===== src/rtl/sap1_datapath_if.sv =====
// Signal bundle between the SAP-1 sequencer/loader and the execution datapath.
// The master side issues control words and program writes; the slave side is
// the datapath, which returns the opcode and its architectural state.
interface sap1_datapath_if;
  logic [11:0] ctrl_word;
  logic        prog_we;
  logic [3:0]  prog_addr;
  logic [7:0]  prog_data;
  logic [3:0]  opcode;
  logic [3:0]  pc_out;
  logic [7:0]  a_out;
  logic [7:0]  bus_out;
  logic        carry;
  logic        zero;
  logic        halted;
  logic        bus_conflict;

  modport master (
    output ctrl_word, prog_we, prog_addr, prog_data,
    input  opcode, pc_out, a_out, bus_out, carry, zero, halted, bus_conflict
  );

  modport slave (
    input  ctrl_word, prog_we, prog_addr, prog_data,
    output opcode, pc_out, a_out, bus_out, carry, zero, halted, bus_conflict
  );
endinterface


===== src/rtl/sap1_datapath.sv =====
// SAP-1 execution datapath: PC, MAR, 16x8 RAM, IR, A, B and adder/subtractor
// around a single priority-muxed 8-bit bus. Consumes one 12-bit control word
// per clock; a side port loads the program into RAM.
module sap1_datapath (
  input logic           clk,
  input logic           rst,
  sap1_datapath_if.slave dp
);

  // Control word bit positions
  localparam int unsigned CwHlt     = 11;
  localparam int unsigned CwPcInc   = 10;
  localparam int unsigned CwPcEn    = 9;
  localparam int unsigned CwMemLoad = 8;
  localparam int unsigned CwMemEn   = 7;
  localparam int unsigned CwIrLoad  = 6;
  localparam int unsigned CwIrEn    = 5;
  localparam int unsigned CwALoad   = 4;
  localparam int unsigned CwAEn     = 3;
  localparam int unsigned CwBLoad   = 2;
  localparam int unsigned CwSub     = 1;
  localparam int unsigned CwAddEn   = 0;

  logic [3:0] pc_q;
  logic [3:0] mar_q;
  logic [7:0] ir_q;
  logic [7:0] a_q;
  logic [7:0] b_q;
  logic       carry_q;
  logic       zero_q;
  logic       halted_q;
  logic       conflict_q;

  logic [7:0] ram [16];

  logic [11:0] cw;
  logic [7:0]  bus;
  logic [7:0]  b_operand;
  logic [8:0]  sum9;
  logic [7:0]  sum;
  logic [4:0]  bus_en;
  logic        multi_driver;

  assign cw = dp.ctrl_word;

  // Subtraction is a + ~b + 1; bit 8 is then the no-borrow flag (a >= b).
  assign b_operand = cw[CwSub] ? ~b_q : b_q;
  assign sum9      = {1'b0, a_q} + {1'b0, b_operand} + {8'h00, cw[CwSub]};
  assign sum       = sum9[7:0];

  // Two or more bus enables: clearing the lowest set bit leaves something.
  assign bus_en       = {cw[CwPcEn], cw[CwMemEn], cw[CwIrEn], cw[CwAEn], cw[CwAddEn]};
  assign multi_driver = |(bus_en & (bus_en - 5'd1));

  // Bus source selection, highest priority first; idle bus reads zero.
  always_comb begin
    bus = 8'h00;
    if (cw[CwPcEn]) begin
      bus = {4'h0, pc_q};
    end else if (cw[CwMemEn]) begin
      bus = ram[mar_q];
    end else if (cw[CwIrEn]) begin
      bus = {4'h0, ir_q[3:0]};
    end else if (cw[CwAEn]) begin
      bus = a_q;
    end else if (cw[CwAddEn]) begin
      bus = sum;
    end
  end

  // Program port write; RAM is never cleared and ignores reset and halt.
  always_ff @(posedge clk) begin
    if (dp.prog_we) begin
      ram[dp.prog_addr] <= dp.prog_data;
    end
  end

  // Architectural register updates; frozen entirely once halted.
  always_ff @(posedge clk) begin
    if (rst) begin
      pc_q       <= 4'h0;
      mar_q      <= 4'h0;
      ir_q       <= 8'h00;
      a_q        <= 8'h00;
      b_q        <= 8'h00;
      carry_q    <= 1'b0;
      zero_q     <= 1'b0;
      halted_q   <= 1'b0;
      conflict_q <= 1'b0;
    end else if (!halted_q) begin
      if (cw[CwHlt]) begin
        halted_q <= 1'b1;
      end
      if (cw[CwPcInc]) begin
        pc_q <= pc_q + 4'd1;
      end
      if (cw[CwMemLoad]) begin
        mar_q <= bus[3:0];
      end
      if (cw[CwIrLoad]) begin
        ir_q <= bus;
      end
      if (cw[CwALoad]) begin
        a_q <= bus;
      end
      if (cw[CwBLoad]) begin
        b_q <= bus;
      end
      // Flags track only adder results written back into A.
      if (cw[CwALoad] && cw[CwAddEn]) begin
        carry_q <= sum9[8];
        zero_q  <= (sum == 8'h00);
      end
      if (multi_driver) begin
        conflict_q <= 1'b1;
      end
    end
  end

  assign dp.opcode       = ir_q[7:4];
  assign dp.pc_out       = pc_q;
  assign dp.a_out        = a_q;
  assign dp.bus_out      = bus;
  assign dp.carry        = carry_q;
  assign dp.zero         = zero_q;
  assign dp.halted       = halted_q;
  assign dp.bus_conflict = conflict_q;

endmodule


===== src/flat_wrapper.sv =====
// flat-port wrapper written by rule: the top's interface ports become plain ports
module sap1_datapath_flat 
  (clk, rst, dp_ctrl_word, dp_prog_we, dp_prog_addr, dp_prog_data, dp_opcode, dp_pc_out, dp_a_out, dp_bus_out, dp_carry, dp_zero, dp_halted, dp_bus_conflict);
  sap1_datapath_if dp_i ();
  input logic clk;
  input logic rst;
  input wire logic [$bits(dp_i.ctrl_word)-1:0] dp_ctrl_word;
  input wire logic [$bits(dp_i.prog_we)-1:0] dp_prog_we;
  input wire logic [$bits(dp_i.prog_addr)-1:0] dp_prog_addr;
  input wire logic [$bits(dp_i.prog_data)-1:0] dp_prog_data;
  output wire logic [$bits(dp_i.opcode)-1:0] dp_opcode;
  output wire logic [$bits(dp_i.pc_out)-1:0] dp_pc_out;
  output wire logic [$bits(dp_i.a_out)-1:0] dp_a_out;
  output wire logic [$bits(dp_i.bus_out)-1:0] dp_bus_out;
  output wire logic [$bits(dp_i.carry)-1:0] dp_carry;
  output wire logic [$bits(dp_i.zero)-1:0] dp_zero;
  output wire logic [$bits(dp_i.halted)-1:0] dp_halted;
  output wire logic [$bits(dp_i.bus_conflict)-1:0] dp_bus_conflict;
  assign dp_i.ctrl_word = dp_ctrl_word;
  assign dp_i.prog_we = dp_prog_we;
  assign dp_i.prog_addr = dp_prog_addr;
  assign dp_i.prog_data = dp_prog_data;
  assign dp_opcode = dp_i.opcode;
  assign dp_pc_out = dp_i.pc_out;
  assign dp_a_out = dp_i.a_out;
  assign dp_bus_out = dp_i.bus_out;
  assign dp_carry = dp_i.carry;
  assign dp_zero = dp_i.zero;
  assign dp_halted = dp_i.halted;
  assign dp_bus_conflict = dp_i.bus_conflict;
  sap1_datapath u_core (.clk(clk), .rst(rst), .dp(dp_i));
endmodule

===== config.mk =====
export PLATFORM = sky130hd
export DESIGN_NAME = sap1_datapath_flat
export DESIGN_NICKNAME = d
export VERILOG_FILES = /design/src/rtl/sap1_datapath_if.sv /design/src/rtl/sap1_datapath.sv /design/src/flat_wrapper.sv
export SDC_FILE = /design/constraint.sdc
export NUM_CORES = 1
export LEC_CHECK = 0
export ABC_AREA = 1
export BUFFER_PORTS_ARGS = -buffer_cell sky130_fd_sc_hd__buf_2
export CAP_MARGIN = 20
export CORE_MARGIN = 2
export CORE_UTILIZATION = 54
export DETAILED_ROUTE_END_ITERATION = 16
export PLACE_DENSITY = 0.74
export SYNTH_ARGS = -nofsm -noshare
export SYNTH_HDL_FRONTEND = slang
export SYNTH_SLANG_ARGS = --single-unit

===== constraint.sdc =====
create_clock -name clk -period 1.95 [get_ports clk]
set_clock_uncertainty 0.2 [all_clocks]
set_input_delay 0.0975 -clock clk [delete_from_list [all_inputs] [get_ports clk]]
set_output_delay 0.0975 -clock clk [all_outputs]
set_load 0.05 [all_outputs]

==> run metrics, run 1 <==
outcome=finished, violations left; failing checks=negative setup slack; total power=~9.4 mW; CP Class=reg2out; fmax=~370 MHz; routability cong.=approximately 0.89; Comb power frac=0.196; PortBufs=54; CP Capture Type=primary output; num ports=between 50 and 60; chip height=roughly 120 um; crit path time final=2.727 ns; busiest grt layer=met2; layout cells sized above 1=0.3032; Pre-antenna DRT Iters=5; Hold WS=between 0.01 and 0.015 ns; # diodes=0; Area growth syn-to-layout=33.82%; # rows=42; Syn Nets=811; DR vias/cell=between 5 and 6; Sequential Power Share=0.430; HPWL after DPL=12.30 mm; Synth Register Bits=roughly 170; DRT iter0 DRCs=804; Mapped Cells=775; finished layout cell area=~9900 um^2; Internal Power=6.783 mW; Psw=about 2.6 mW; relative slew slack=0.5652; final setup margin=-0.7771 ns; Synth warnings=0; worst vdd ir=~0.58 mV; FF-to-FF setup slack=-0.56 ns; Hold Crit Class=in2reg; CTS H-Tree Depth=4; library cells used by synthesis=30; critical path arrival=2.43 ns; Max stage delay on crit path=about 0.34 ns; core footprint=around 13000 um^2; Final nets=973; Die Wd=between 100 and 150 um; vias=between 6000 and 7000; CTS tree=yes; worst path buffer plus inverter count=3; period utilization=1.399; Clk pwr share=0.374; Num Clock Sinks=168; Worst Path Max Fanout=3; # Max-Cap Violations=0; slew at the pin with the worst max-slew slack=about 0.65 ns; pwr/cell area=between 900 and 1000 nW/um^2; clk buf depth=2; Worst-path clk slew=about 0.07 ns; largest net degree at the start of global routing=24; RSZ-0062 raised after global routing=true; initial antenna violation count=0; post-route ant nets=0; final setup vio count=37; fin. max-slew vios=0; DRC=0; Critical Path RT=about 1.7 ns; Sw Share=0.2765; vias in the first global route=6076; worst skew pair latency=0.43 ns; first-pass GRT wire length=between 30 and 40 mm; Seq/Total Area, Yosys=0.6255; routed wire length=approximately 20 mm; met1 Use GR=0.3567; Final Hold Vio Count=0; most used cell, CP=nand2_1; Post-DP Area=about 8400 um^2; commonest non-fill, non-tap cell in the layout=nand2_1; total congestion overflow=0; GRT met3 Usage=0.04934; post-layout util=0.7444; Root Buffer=clkbuf_16; slowest CP cell=dfxtp_2; Leak=about 4.2 nW; starting density of the core=0.5562; most frequent cells in the layout=nand2_1 (158), edfxtp_1 (128), nor2_1 (99), nand3_1 (99), buf_4 (86); mapped cell area=7425 um^2; GR Util met2=0.4638; CTS buffer count=17; Avg Cell Area, Syn=9.580 um^2; Total GRT Usage=0.2746; DR WL/cell=around 18 um; dpl ws=-0.2321 ns; critical path's top delay family=simple AND/OR/NAND/NOR gates; CP Launch Type=flop; Die ar.=~15000 um^2; CP Cell Sequence=xor2_2 -> ha_1 -> nand2_1 -> inv_1 -> nand2_2 -> nand2_4 -> nand2_4 -> nand2_1 -> nand2_1 -> nand3_1 -> nand2_1 -> nand2_1 -> nand2_2 -> clkinvlp_4 -> buf_6
[metal layers]
layer  part of all wire  up-vias
li1                   -     2938
met1               0.39     2979
met2               0.50      350
met3              0.078       62
met4              0.031        0
met5                  0        -
[cell usage after synthesis]
| master | n | area [um^2] |
|---|---|---|
| nand2_1 | 176 | 660.6 |
| edfxtp_1 | 128 | 3844 |
| nand3_1 | 119 | 595.6 |
| nor2_1 | 104 | 390.4 |
| inv_1 | 56 | 210.2 |
| dfxtp_1 | 40 | 800.8 |
| o21ai_0 | 39 | 195.2 |
| a21oi_1 | 27 | 135.1 |
| buf_2 | 15 | 75.07 |
| clkbuf_1 | 10 | 37.54 |
| buf_4 | 9 | 67.56 |
| ha_1 | 8 | 100.1 |
| xor2_1 | 8 | 70.07 |
| o211ai_1 | 6 | 45.04 |
| nor3_1 | 4 | 20.02 |
| nand3b_1 | 3 | 22.52 |
| o21ai_1 | 3 | 15.01 |
| o31ai_1 | 3 | 22.52 |
| a31oi_1 | 2 | 12.51 |
| clkinv_1 | 2 | 7.510 |
| inv_2 | 2 | 7.510 |
| nand4_1 | 2 | 12.51 |
| xnor2_1 | 2 | 17.52 |
| and2_1 | 1 | 6.260 |
| buf_1 | 1 | 3.750 |
| buf_6 | 1 | 11.26 |
| fa_1 | 1 | 20.02 |
| nand2_2 | 1 | 6.260 |
| nor2_2 | 1 | 6.260 |
| or2_2 | 1 | 6.260 |
[state kept, by name, summed over array words and instances (netlist names), named ones only]
signal and flops:
u_core.b_q 8, u_core.dp.pc_out 4, u_core.ram 128, u_core.dp.halted 1, u_core.dp.a_out 8, u_core.mar_q 4, u_core.dp.zero 1, u_core.dp.bus_conflict 1
u_core.ir_q 8, u_core.dp.carry 1
[path summary, 6_finish.rpt]
check / from / to / depth (start not counted)
worst max-delay path: u_core.b_q[1] / dp_bus_out[7] / 15
worst max register to register: u_core.b_q[0] / u_core.mar_q[2] / 15
worst min-delay path: dp_ctrl_word[3] / u_core.dp.bus_conflict / 5
worst min register to register: u_core.dp.bus_conflict / u_core.dp.bus_conflict / 2
[metrics by stage]
step / setup TNS (ns) / std cells
floorplan: -0.3861 / 775
global placement: -3.919 / 1047
detailed placement: -5.508 / 1047
CTS: -9.199 / 1114
global route: -18.18 / 1126
finish: -14.97 / 1126
[power groups by stage]
stage / clock network [mW] / registers, mW / logic (mW)
floorplan: 0 / 4.16 / 0.785
global placement: 0 / 4.09 / 1.33
detailed placement: 0 / 4.10 / 1.36
CTS: 3.52 / 4.03 / 1.63
global route: 3.68 / 4.04 / 1.96
finish: 3.50 / 4.03 / 1.84
[worst min-delay path, cell delays in order]
cell	delay [ns]
buf_2	0.15
nor2_1	0.06
a21oi_1	0.11
o21ai_0	0.08
a21oi_1	0.10
[timing repair]
item                                   in CTS  in global routing
endpoints found under the hold margin     160                  0
setup endpoints to repair                  42                 42
resized for setup                          75                 52
pin swaps                                  23                 26
hold buffers                               18                  0
buffers inserted                           16                 13
gates cloned                                3                  0
[final cells by class]
cell class,count,area [um^2]
inverters,60,246.5
clock buffers,17,425.4
multi-input cells,511,2685
flip-flops and latches,168,4674
fillers,892,3412
well taps,176,220.2
clock inverters,15,188.9
repair buffers,179,1495
[cells by family (layout without fill, tap and decap cells)]
family | after synthesis | count (layout) | synth area share
XOR/XNOR | 10 | 10 | 0.01180
AND/OR/NAND/NOR | 412 | 412 | 0.2326
buffers and inverters | 96 | 271 | 0.05662
AO/OA/AOI/OAI | 80 | 80 | 0.05730
adder cells (fa/ha/maj) | 9 | 9 | 0.01618
flip-flops | 168 | 168 | 0.6255
Power figures use the tool's default switching activity.
==> run 2, diff against run 1 <==
Settings changed: RECOVER_POWER set to 25, SLEW_MARGIN set to 20.
==> run 2 against run 1 <==
Against the previous run:
- via count about the same
- hold slack better by 0.0059 ns
- critical endpoint unchanged
- global-route usage unchanged
- final area shrank 0.38%
- power about the same
- the run still ends with negative setup slack left
- maximum frequency is 0.23% higher
- die area is the same
- flip-flop and latch count stayed put
- routed wire length hardly changed
- highest routed layer unchanged
- first-iteration DRC count shrank 2.4%
==> run metrics, run 2 (synthesis results as in run 1) <==
Critical Path RT=between 1.5 and 2 ns; Area growth syn-to-layout=33.32%; Comb power frac=0.196; PortBufs=54; routability cong.=between 0.8 and 0.9; Internal Power=a little under 7 mW; pwr/cell area=roughly 950 nW/um^2; Root Buffer=clkbuf_16; CP Capture Type=primary output; Total GRT Usage=0.2746; RSZ-0062 raised after global routing=true; DRT iter0 DRCs=approximately 800; failing checks=negative setup slack; chip height=121.3 um; Worst-path clk slew=around 0.07 ns; top layer in use=met4; Die ar.=between 10000 and 15000 um^2; # diodes=0; fin. max-slew vios=0; Die Wd=roughly 120 um; dpl ws=-0.2321 ns; # Max-Cap Violations=0; final setup margin=-0.7709 ns; Leak=4.164 nW; Final nets=between 900 and 1000; CTS buffer count=17; initial antenna violation count=0; CTS H-Tree Depth=4; max reg flops=128; most frequent cells in the layout=nand2_1 (158), edfxtp_1 (128), nor2_1 (99), nand3_1 (99), buf_4 (77); first-pass GRT wire length=roughly 31 mm; # rows=42; starting density of the core=0.5562; metal3 WL=around 1.5 mm; Sequential Power Share=0.430; HPWL after DPL=around 12 mm; Psw=approximately 2.6 mW; clk buf depth=2; Final Hold Vio Count=0; Num Clock Sinks=roughly 170; vias=around 6300; layout cells sized above 1=0.2905; DR vias/cell=~5.6; DR WL/cell=between 15 and 20 um; num ports=55; Worst Path Max Fanout=3; worst skew pair latency=between 0.4 and 0.5 ns; post-route ant nets=0; total congestion overflow=0; DRC=0; Hold Crit Class=in2reg; crit path time final=between 2 and 3 ns; commonest non-fill, non-tap cell in the layout=nand2_1; slew at the pin with the worst max-slew slack=between 0.6 and 0.7 ns; worst vdd ir=between 0.5 and 0.6 mV; period utilization=1.395; CTS tree=yes; routed wire length=roughly 20 mm; TNS Setup=-14.82 ns; outcome=finished, violations left; CP Class=reg2out; Sw Share=0.2762; post-layout util=0.7416; Post-DP Area=roughly 8400 um^2; finished layout cell area=9898 um^2; core footprint=roughly 13000 um^2; fmax=around 370 MHz; vias in the first global route=6076; critical path arrival=about 2.4 ns; Pre-antenna DRT Iters=5; CP Launch Type=flop; final setup vio count=37; FF-to-FF setup slack=-0.55 ns; Reg with most FFs=u_core.ram; M1 wire length=between 7 and 8 mm; Hold WS=between 0.015 and 0.02 ns; Clk pwr share=0.373; largest net degree at the start of global routing=24; metal2 WL=about 10 mm; relative slew slack=0.5644
## run 2: power groups by stage
| stage | combinational (mW) | clock, mW | sequential [mW] |
|---|---|---|---|
| detailed placement | 1.36 | 0 | 4.10 |
| finish | 1.84 | 3.50 | 4.03 |
| CTS | 1.63 | 3.52 | 4.03 |
| global route | 1.96 | 3.68 | 4.04 |
| global placement | 1.33 | 0 | 4.09 |
| floorplan | 0.785 | 0 | 4.16 |
## run 2: routing by layer
layer	vias up	track usage
li1	2938	-
met3	58	0.04934
met2	353	0.4638
met5	-	0
met1	2975	0.3567
met4	0	0.09914
## run 2: path summary, 6_finish.rpt
kind | from | endpoint | cells past startpoint
max | u_core.b_q[1] | dp_bus_out[7] | 15
min | dp_ctrl_word[3] | u_core.dp.bus_conflict | 5
max reg2reg | u_core.b_q[0] | u_core.dp.zero | 12
min reg2reg | u_core.dp.bus_conflict | u_core.dp.bus_conflict | 2
## run 2: per-stage QoR
step                      cells  total power, mW
after CTS                  1114            9.178
after global placement     1047            5.420
final                      1126            9.367
after global routing       1126            9.681
after detailed placement   1047            5.457
after floorplan             775            4.948
## run 2: worst max-delay path: stages (launching register included)
cell and delay [ns]:
dfxtp_2 0.34, xor2_2 0.19, ha_1 0.33, nand2_1 0.10, inv_1 0.07, nand2_2 0.11
nand2_4 0.10, nand2_4 0.08, nand2_1 0.05, nand2_1 0.08, nand3_1 0.08, nand2_1 0.07
nand2_1 0.06, nand2_2 0.10, clkinvlp_4 0.09, buf_6 0.15
## run 2: area by class of cell
class / instances / area [um^2]
clock buffer: 17 / 425.4
sequential: 168 / 4674
timing repair buffer: 179 / 1458
inverter: 60 / 246.5
clock inverter: 15 / 188.9
multi-input combinational: 511 / 2685
tap: 176 / 220.2
fill: 904 / 3450
## run 2: what timing repair did
action                                  CTS  global route
gates cloned                              3             0
pin swaps                                23            26
resized for setup                        75            52
endpoints found under the setup margin   42            42
setup buffers                            16            13
hold endpoints to repair                160             0
hold buffers                             18             0
